==> src/rtl/pll_reset_seq.sv <==
// PLL reset pulse, lock qualification with timeout/retry, then staged release of domain resets.
// All outputs registered. Define PLL_RESET_SEQ_LOCK_LOSS_COUNT_EN to add the saturating lock_loss_cnt output.
module pll_reset_seq #(
  parameter int NUM_RST            = 2,
  parameter int LOCK_STABLE_CYCLES = 1024,
  parameter int RELEASE_GAP        = 16,
  parameter int LOCK_TIMEOUT       = 65536,
  parameter int PLL_RST_CYCLES     = 32,
  parameter int CNT_W              = 8
) (
  input  logic               clk,
  input  logic               rst,
  input  logic               pll_locked,
  output logic               pll_rst,
  output logic [NUM_RST-1:0] rst_out,
  output logic               ready,
  output logic [1:0]         state
`ifdef PLL_RESET_SEQ_LOCK_LOSS_COUNT_EN
  ,
  output logic [CNT_W-1:0]   lock_loss_cnt
`endif
);

  typedef enum logic [1:0] {
    PLL_RESET = 2'd0,
    WAIT_LOCK = 2'd1,
    RELEASE   = 2'd2,
    RUN       = 2'd3
  } state_e;

  localparam int REL_LEN = RELEASE_GAP * (NUM_RST - 1);
  localparam int MAX_A   = (PLL_RST_CYCLES > LOCK_TIMEOUT) ? PLL_RST_CYCLES : LOCK_TIMEOUT;
  localparam int CYC_MAX = (MAX_A > REL_LEN) ? MAX_A : REL_LEN;
  localparam int CYC_W   = $clog2(CYC_MAX + 1);
  localparam int STB_W   = $clog2(LOCK_STABLE_CYCLES + 1);

  localparam logic [CYC_W-1:0] PRST_LAST = CYC_W'(PLL_RST_CYCLES - 1);
  localparam logic [CYC_W-1:0] TMO_LAST  = CYC_W'(LOCK_TIMEOUT - 1);
  localparam logic [STB_W-1:0] STB_LAST  = STB_W'(LOCK_STABLE_CYCLES - 1);

  logic [1:0]         sync_q;
  logic               lock_s;
  state_e             state_q, state_d;
  logic [CYC_W-1:0]   cyc_q, cyc_d;
  logic [STB_W-1:0]   stb_q, stb_d;
  logic               pll_rst_q, pll_rst_d;
  logic [NUM_RST-1:0] rst_out_q, rst_out_d;
  logic               ready_q, ready_d;

  assign lock_s = sync_q[1];

  always_ff @(posedge clk or posedge rst) begin
    if (rst) begin
      sync_q    <= '0;
      state_q   <= PLL_RESET;
      cyc_q     <= '0;
      stb_q     <= '0;
      pll_rst_q <= 1'b1;
      rst_out_q <= '1;
      ready_q   <= 1'b0;
    end else begin
      sync_q    <= {sync_q[0], pll_locked};
      state_q   <= state_d;
      cyc_q     <= cyc_d;
      stb_q     <= stb_d;
      pll_rst_q <= pll_rst_d;
      rst_out_q <= rst_out_d;
      ready_q   <= ready_d;
    end
  end

  // cyc_q counts dwell in the current state; it restarts on every state change.
  always_comb begin
    state_d   = state_q;
    cyc_d     = cyc_q + CYC_W'(1);
    stb_d     = '0;
    rst_out_d = '1;
    unique case (state_q)
      PLL_RESET: begin
        if (cyc_q == PRST_LAST) begin
          state_d = WAIT_LOCK;
          cyc_d   = '0;
        end
      end
      WAIT_LOCK: begin
        stb_d = lock_s ? stb_q + STB_W'(1) : '0;
        // Release takes priority over a coincident timeout.
        if (lock_s && (stb_q == STB_LAST)) begin
          state_d      = RELEASE;
          cyc_d        = '0;
          rst_out_d[0] = 1'b0;
        end else if (cyc_q == TMO_LAST) begin
          state_d = PLL_RESET;
          cyc_d   = '0;
        end
      end
      RELEASE: begin
        if (!lock_s) begin
          state_d = PLL_RESET;
          cyc_d   = '0;
        end else begin
          rst_out_d = rst_out_q;
          for (int i = 1; i < NUM_RST; i++) begin
            if (int'(cyc_q) + 1 >= RELEASE_GAP * i) rst_out_d[i] = 1'b0;
          end
          if (int'(cyc_q) + 1 >= REL_LEN) begin
            state_d = RUN;
            cyc_d   = '0;
          end
        end
      end
      RUN: begin
        cyc_d = '0;
        if (!lock_s) begin
          state_d = PLL_RESET;
        end else begin
          rst_out_d = rst_out_q;
        end
      end
    endcase
    pll_rst_d = (state_d == PLL_RESET);
    ready_d   = ((state_d == RELEASE) || (state_d == RUN)) && (rst_out_d == '0);
  end

  assign pll_rst = pll_rst_q;
  assign rst_out = rst_out_q;
  assign ready   = ready_q;
  assign state   = state_q;

`ifdef PLL_RESET_SEQ_LOCK_LOSS_COUNT_EN
  logic [CNT_W-1:0] llc_q;
  logic             loss_ev;

  assign loss_ev = !lock_s && ((state_q == RELEASE) || (state_q == RUN));

  always_ff @(posedge clk or posedge rst) begin
    if (rst) begin
      llc_q <= '0;
    end else if (loss_ev && (llc_q != '1)) begin
      llc_q <= llc_q + CNT_W'(1);
    end
  end

  assign lock_loss_cnt = llc_q;
`endif

endmodule

==> config.mk <==
export PLATFORM = sky130hd
export DESIGN_NAME = pll_reset_seq
export DESIGN_NICKNAME = d
export VERILOG_FILES = /design/src/rtl/pll_reset_seq.sv
export SDC_FILE = /design/constraint.sdc
export NUM_CORES = 1
export LEC_CHECK = 0
export ABC_AREA = 1
export CAP_MARGIN = 20
export CORE_MARGIN = 2
export CORE_UTILIZATION = 55
export CTS_CLUSTER_SIZE = 16
export DETAILED_ROUTE_END_ITERATION = 6
export PLACE_DENSITY = 0.75
export SETUP_SLACK_MARGIN = 0.4
export SLEW_MARGIN = 10
export SYNTH_ARGS = -nofsm -noshare
export SYNTH_HDL_FRONTEND = slang
export SYNTH_SLANG_ARGS = --single-unit
==> constraint.sdc <==
create_clock -name clk -period 3 [get_ports clk]
set_input_delay 0.3 -clock clk [delete_from_list [all_inputs] [get_ports clk]]
set_output_delay 0.3 -clock clk [all_outputs]
set_load 0.1 [all_outputs]
==> results.ini, run 1 <==
[detailed_routing]
drt-vias-per-instance = 5.43
drt_wl_total_mm = 4.95
num_vias = 2035
drc = 0
dr.pass1.iters = 4
final_antenna_net_count = 0
wl_per_cell_um = 13.2
drtIter0Drc = 125

[global_route]
grt_max_degree = 37
grt_pass1_vias = 1723
grt_pass1_wl_mm = 7.91
antenna_found_initial = 0
grt_usage_pct = 23.1
grt-ovfl-total = 0

[power_and_ir_drop]
power_mw = 0.925
p_leak_nw = 1.24
share_comb_of_total_power_pct = 2.2
p_sw_share_pct = 19.7
p_switching_mw = 0.182
ir_drop_mv = 0.318
power_density_nw_per_um2 = 363
p_clk_share_pct = 44.5
internal-power_mw = 0.743
pwr-share-seq_pct = 53.4

[timing]
fin_setup_tns_ns = 0
fin_skew_ns = 0.00472
tightest_slew_ns = 0.965
rsz0062_at_grt = true
period_share_pct = 81.3
setup_violations = 0
holdWs_ns = 0.355
fmax_mhz = 410
finalHoldViolations = 0
final_max_slew_viol_count = 0
slew-limit-headroom_pct = 35.5
period_minus_slack_ns = 2.44

[floorplanning]
rows = 23
start_util_pct = 56.4
chipWidth_um = 67.6
core_area_um2 = 3940
ios = 9
die_h_um = 67.6
die_area_um2 = 4560

[synth]
synth_seq_cells = 36
yosys_warnings = 0
syn_inst = 304
yosysUniqueCellTypes = 26
synth.avg_cell_area_um2 = 7.31
synthesis.nets = 312
ys.flop_type = dfrtp_1
synth_edf_count = 0
syn_area_um2 = 2220
yosysSeqAreaShare_pct = 40.7
async_flop_share_pct = 100

[clock_network]
cts_buffer_depth = 2
cts_tree = done
clockRootBuffer = clkbuf_8
clock-sinks = 36
cts_hold_buf = 0
htree_levels = 2
cts_buffers = 5
clk_pin_slew_ns = 0.07
clk_latency_ns = 0.28

[critical_path]
rrSetupSlack_ns = 0.56
crit_path_cell_trace = ha_4 > nand2_2 > nor2_4 > nand4_1 > nor4_4 > ha_1 > inv_1 > a21oi_1 > nand2_1 > nor2_1 > nand2_1 > nor2_4 > nand4_4 > a21oi_2
cp-end-kind = flip-flop
startpoint_type = flip-flop
worstPathRequired_ns = 3.21
r2r_end = cyc_q[14]$_DFF_PP0_
worstPathArrival_ns = 2.65
cpPeakStageDelay_ns = 0.44
reg2reg_depth = 14
slowest_stage = dfrtp_1
path_max_fanout = 6
crit_end = cyc_q[14]$_DFF_PP0_
r2r_start = cyc_q[1]$_DFF_PP0_
cp-startpoint = cyc_q[1]$_DFF_PP0_
path_class = reg -> reg

[placement]
post-dp-hpwl_mm = 3.59
portBuffers = 8
gp_congestion = 0.906

[run]
drv_cap = 0

[final_layout]
layout_commonest_cell = nand2_1
fin_nets = 332
num-fill-cells = 321
final_cell_mix = nand2_1 (76), inv_1 (46), nor2_1 (40), dfrtp_1 (33), nand3_1 (28)
multi_input_area_um2 = 1180
regArea_um2 = 905
fin_util_pct = 64.7
num_antenna_cells = 0
drive_gt1_share_pct = 14.2
areaGrowthSynthToFinish_pct = 14.8

[hold_path]
min_path_type = reg -> reg

[status]
status = finished clean

[per-stage QoR]
step	setup WS, ns	cells	cell area (µm²)
finish	0.561	375	2550
global route	0.390	375	2550
CTS	0.434	368	2460
detailed placement	0.246	360	2340
global placement	0.385	360	2340
floorplan	0.718	304	2220
[metal layers]
layer,up-vias,GRT usage (%),share of wire [%]
li1,1020,-,-
met1,948,33.0,45
met2,56,35.9,48
met3,11,3.67,5.6
met4,0,7.14,1.5
met5,-,0,0
[cell families after synthesis]
group                      after synthesis  synth area share, %
AOI/OAI and AO/OA                       23                 6.48
xor gates and xnor gates                 4                 1.58
adders and majority gates                5                 2.82
buffers and inverters                   49                 8.78
DFF                                     36                 40.7
and+or+nand+nor                        187                 39.6
[critical path: cells and delay by family, from the launching register on]
kind / cells / cell delay, ns
buffers and inverters: 1 / 0.05
AOI/OAI and AO/OA: 2 / 0.29
and+or+nand+nor: 9 / 1.24
DFF: 1 / 0.44
adders and majority gates: 2 / 0.35
[repair_timing]
action                                  in CTS  in global routing
buffers inserted                             0                  6
resized for setup                            2                  5
endpoints found under the setup margin      12                 15
gates cloned                                 0                  1
pin swaps                                    0                  6
[worst min path at each step]
stage,from,end,slack [ns],cells past startpoint
2_1_floorplan,sync_q[0]$_DFF_PP0_,sync_q[1]$_DFF_PP0_,0.33,0
4_1_cts,sync_q[0]$_DFF_PP0_,sync_q[1]$_DFF_PP0_,0.36,0
3_3_place_gp,sync_q[0]$_DFF_PP0_,sync_q[1]$_DFF_PP0_,0.34,0
5_1_grt,sync_q[0]$_DFF_PP0_,sync_q[1]$_DFF_PP0_,0.36,0
3_5_place_dp,sync_q[0]$_DFF_PP0_,sync_q[1]$_DFF_PP0_,0.35,0
6_report,sync_q[0]$_DFF_PP0_,sync_q[1]$_DFF_PP0_,0.36,0
[state kept, by name, indices dropped and copies added, names as in the netlist]
| register | flops |
|---|---|
| cyc_q | 17 |
| pll_rst | 1 |
| sync_q | 2 |
| stb_q | 11 |
| ready | 1 |
| state | 2 |
| rst_out | 2 |
[cell type report]
cell class | instances | area share (%)
multi-input cells | 220 | 46.4
flip-flops and latches | 36 | 35.5
inverters | 46 | 6.77
repair buffers | 15 | 4.71
clock buffers | 6 | 2.85
well taps | 50 | 2.45
clock inverters | 2 | 1.37
[power by group through the flow]
| stage | sequential [mW] | combinational [mW] | clock [mW] |
|---|---|---|---|
| floorplan | 0.502 | 0.0143 | 0 |
| finish | 0.494 | 0.0201 | 0.411 |
| detailed placement | 0.503 | 0.0213 | 0 |
| CTS | 0.494 | 0.0213 | 0.426 |
| global route | 0.494 | 0.0245 | 0.449 |
| global placement | 0.503 | 0.0210 | 0 |
[cell usage after synthesis (3+ instances only)]
cell type | instances | area [µm²]
a21oi_1 | 10 | 50.1
a21oi_2 | 7 | 61.3
dfrtp_1 | 33 | 826
dfstp_2 | 3 | 78.8
ha_1 | 5 | 62.6
inv_1 | 46 | 173
nand2_1 | 77 | 289
nand3_1 | 28 | 140
nand4_1 | 20 | 125
nor2_1 | 40 | 150
nor2_2 | 4 | 25.0
nor2_4 | 5 | 56.3
nor3b_1 | 4 | 30.0
o21ai_0 | 5 | 25.0
Power figures use the tool's default switching activity.
==> inputs of run 2 (changes only) <==
==> constraint.sdc (replaced) <==
create_clock -name clk -period 2.6 [get_ports clk]
set_input_delay 0.26 -clock clk [delete_from_list [all_inputs] [get_ports clk]]
set_output_delay 0.26 -clock clk [all_outputs]
set_load 0.1 [all_outputs]
==> run 2 against run 1 <==
Compared with the run above:
- first-iteration DRC count increased by 35%
- die area stayed put
- via count up 2.3%
- power increased by 7.7%
- fmax is 1.1% lower
- register-to-register slack lost 0.43 ns
- critical path type unchanged
- critical endpoint is now cyc_q[16]$_DFF_PP0_
- largest cell class unchanged
==> results.ini, run 2 (synthesis gave the netlist of run 1 again) <==
[final_layout]
largest-register = cyc_q
largest_reg_flops = 17
fin_nets = 349
stdcell_count = 392
finish.instance_area_um2 = 2750
areaGrowthSynthToFinish_pct = 23.5
drive_gt1_share_pct = 23.4
num_antenna_cells = 0
layout_commonest_cell = nand2_1
final_cell_mix = nand2_1 (75), inv_1 (44), nor2_1 (39), dfrtp_1 (32)
reg.largest.list = cyc_q x17, stb_q x11

[timing]
period_share_pct = 94.8
fin_skew_ns = 0.00867
fin_setup_tns_ns = 0
slew-limit-headroom_pct = 59.1
final_max_slew_viol_count = 0
fmax_mhz = 406
setup_violations = 0
tightest_slew_ns = 0.611
rsz0062_at_grt = true
finalHoldViolations = 0
period_minus_slack_ns = 2.46

[clock_network]
htree_levels = 2
clk_pin_slew_ns = 0.07
cts_hold_buf = 0
cts_buffers = 5
cts_tree = done
clk_latency_ns = 0.29
clockRootBuffer = clkbuf_8
cts_buffer_depth = 2
clock-sinks = 36

[floorplanning]
rows = 23
start_util_pct = 56.4
ios = 9
die_h_um = 67.6
chipWidth_um = 67.6
core_area_um2 = 3940
die_area_um2 = 4560

[detailed_routing]
wl_per_cell_um = 13.7
drtIter0Drc = 169
final_antenna_net_count = 0
drt_wl_total_mm = 5.39
drc = 0
dr.pass1.iters = 7
drt-vias-per-instance = 5.31
num_vias = 2082

[status]
status = finished clean

[critical_path]
path_class = reg -> reg
worstPathRequired_ns = 2.78
cp-end-kind = flip-flop
reg2reg_depth = 16
worstPathArrival_ns = 2.65
startpoint_type = flip-flop
path_max_fanout = 2

[power_and_ir_drop]
power_mw = 0.996
ir_drop_mv = 0.287
p_leak_nw = 1.34
power_density_nw_per_um2 = 363

[placement]
post-dp-hpwl_mm = 3.57
gp_congestion = 1.01
dpl_cell_area_um2 = 2360
dpl.cell_count = 362
portBuffers = 8

[global_route]
antenna_found_initial = 0
grt_usage_pct = 25.2
grt-ovfl-total = 0
grt_pass1_wl_mm = 8.45
grt_max_degree = 37
grt_pass1_vias = 1903

[run]
drv_cap = 0

[hold_path]
whs_path_depth = 0
min_path_type = reg -> reg

-- run 2: cell types whose count changed in the layout (fill, tap and decap cells not counted), sizes merged --
| cell | change |
|---|---|
| buf | +18 |
| bufinv | -1 |
| clkdlybuf4s50 | -1 |
| clkinv | +1 |
-- run 2: final timing paths --
check | startpoint | end | slack [ns]
worst max-delay path | cyc_q[1]$_DFF_PP0_ | cyc_q[16]$_DFF_PP0_ | 0.14
worst min-delay path | sync_q[0]$_DFF_PP0_ | sync_q[1]$_DFF_PP0_ | 0.35
worst max register to register | cyc_q[1]$_DFF_PP0_ | cyc_q[16]$_DFF_PP0_ | 0.14
worst min register to register | sync_q[0]$_DFF_PP0_ | sync_q[1]$_DFF_PP0_ | 0.35
max in group asynchronous | rst | pll_rst$_DFF_PP1_ | 1.88
min in group asynchronous | rst | stb_q[8]$_DFF_PP0_ | 0.38
-- run 2: metrics by stage --
| step | util [%] | setup slack [ns] | hold slack, ns |
|---|---|---|---|
| after global placement | 59.9 | 0.106 | 0.335 |
| after floorplan | - | 0.400 | 0.291 |
| after CTS | 67.1 | 0.346 | 0.353 |
| after detailed placement | 59.9 | -0.0111 | 0.336 |
| final | 69.6 | 0.135 | 0.349 |
| after global routing | 69.6 | 0.0250 | 0.356 |
-- run 2: report_power, final --
part           internal (mW)  switching, mW
registers              0.565        0.00431
logic                0.00739         0.0163
clock network          0.211          0.192
total                  0.784          0.212
-- run 2: worst max-delay path, stage by stage, from the launching register on --
cell and delay [ns]:
dfrtp_1 0.41, ha_4 0.17, nand2_4 0.06, nor2_4 0.11
nand4_1 0.14, nor4_4 0.26, ha_1 0.22, inv_2 0.05
buf_4 0.13, buf_6 0.10, buf_4 0.12, buf_4 0.13
buf_4 0.12, buf_4 0.13, buf_6 0.11, nand3_2 0.06
nand2_1 0.06
-- run 2: routing by layer --
| metal | vias up | wire length [µm] | GRT usage (%) |
|---|---|---|---|
| li1 | 1056 | - | - |
| met3 | 14 | 220 | 5.67 |
| met5 | - | 0 | 0 |
| met2 | 70 | 2640 | 39.0 |
| met4 | 0 | 121 | 13.5 |
| met1 | 942 | 2410 | 32.7 |
-- run 2: cell type report --
type	instances	area (µm²)
clock buffers	6	82.6
clock inverters	2	10.0
fillers	300	1200
inverters	46	173
multi-input cells	220	1250
flip-flops and latches	36	906
well taps	50	62.6
repair buffers	32	264
-- run 2: timing repair --
action / in CTS / in global routing
pin swaps: 3 / 13
resized for setup: 7 / 20
setup buffers: 18 / 3
endpoints found under the setup margin: 16 / 19
gates cloned: 1 / 0
==> inputs of run 3 (changes only) <==
--- a/config.mk
+++ b/config.mk
@@ -9,7 +9,7 @@
 export CAP_MARGIN = 20
 export CORE_MARGIN = 2
 export CORE_UTILIZATION = 55
-export CTS_CLUSTER_SIZE = 16
+export CTS_CLUSTER_SIZE = 12
 export DETAILED_ROUTE_END_ITERATION = 6
 export PLACE_DENSITY = 0.75
 export SETUP_SLACK_MARGIN = 0.4
==> results of run 3 <==
No change in the layout: final DEF, timing and power equal those of run 2.
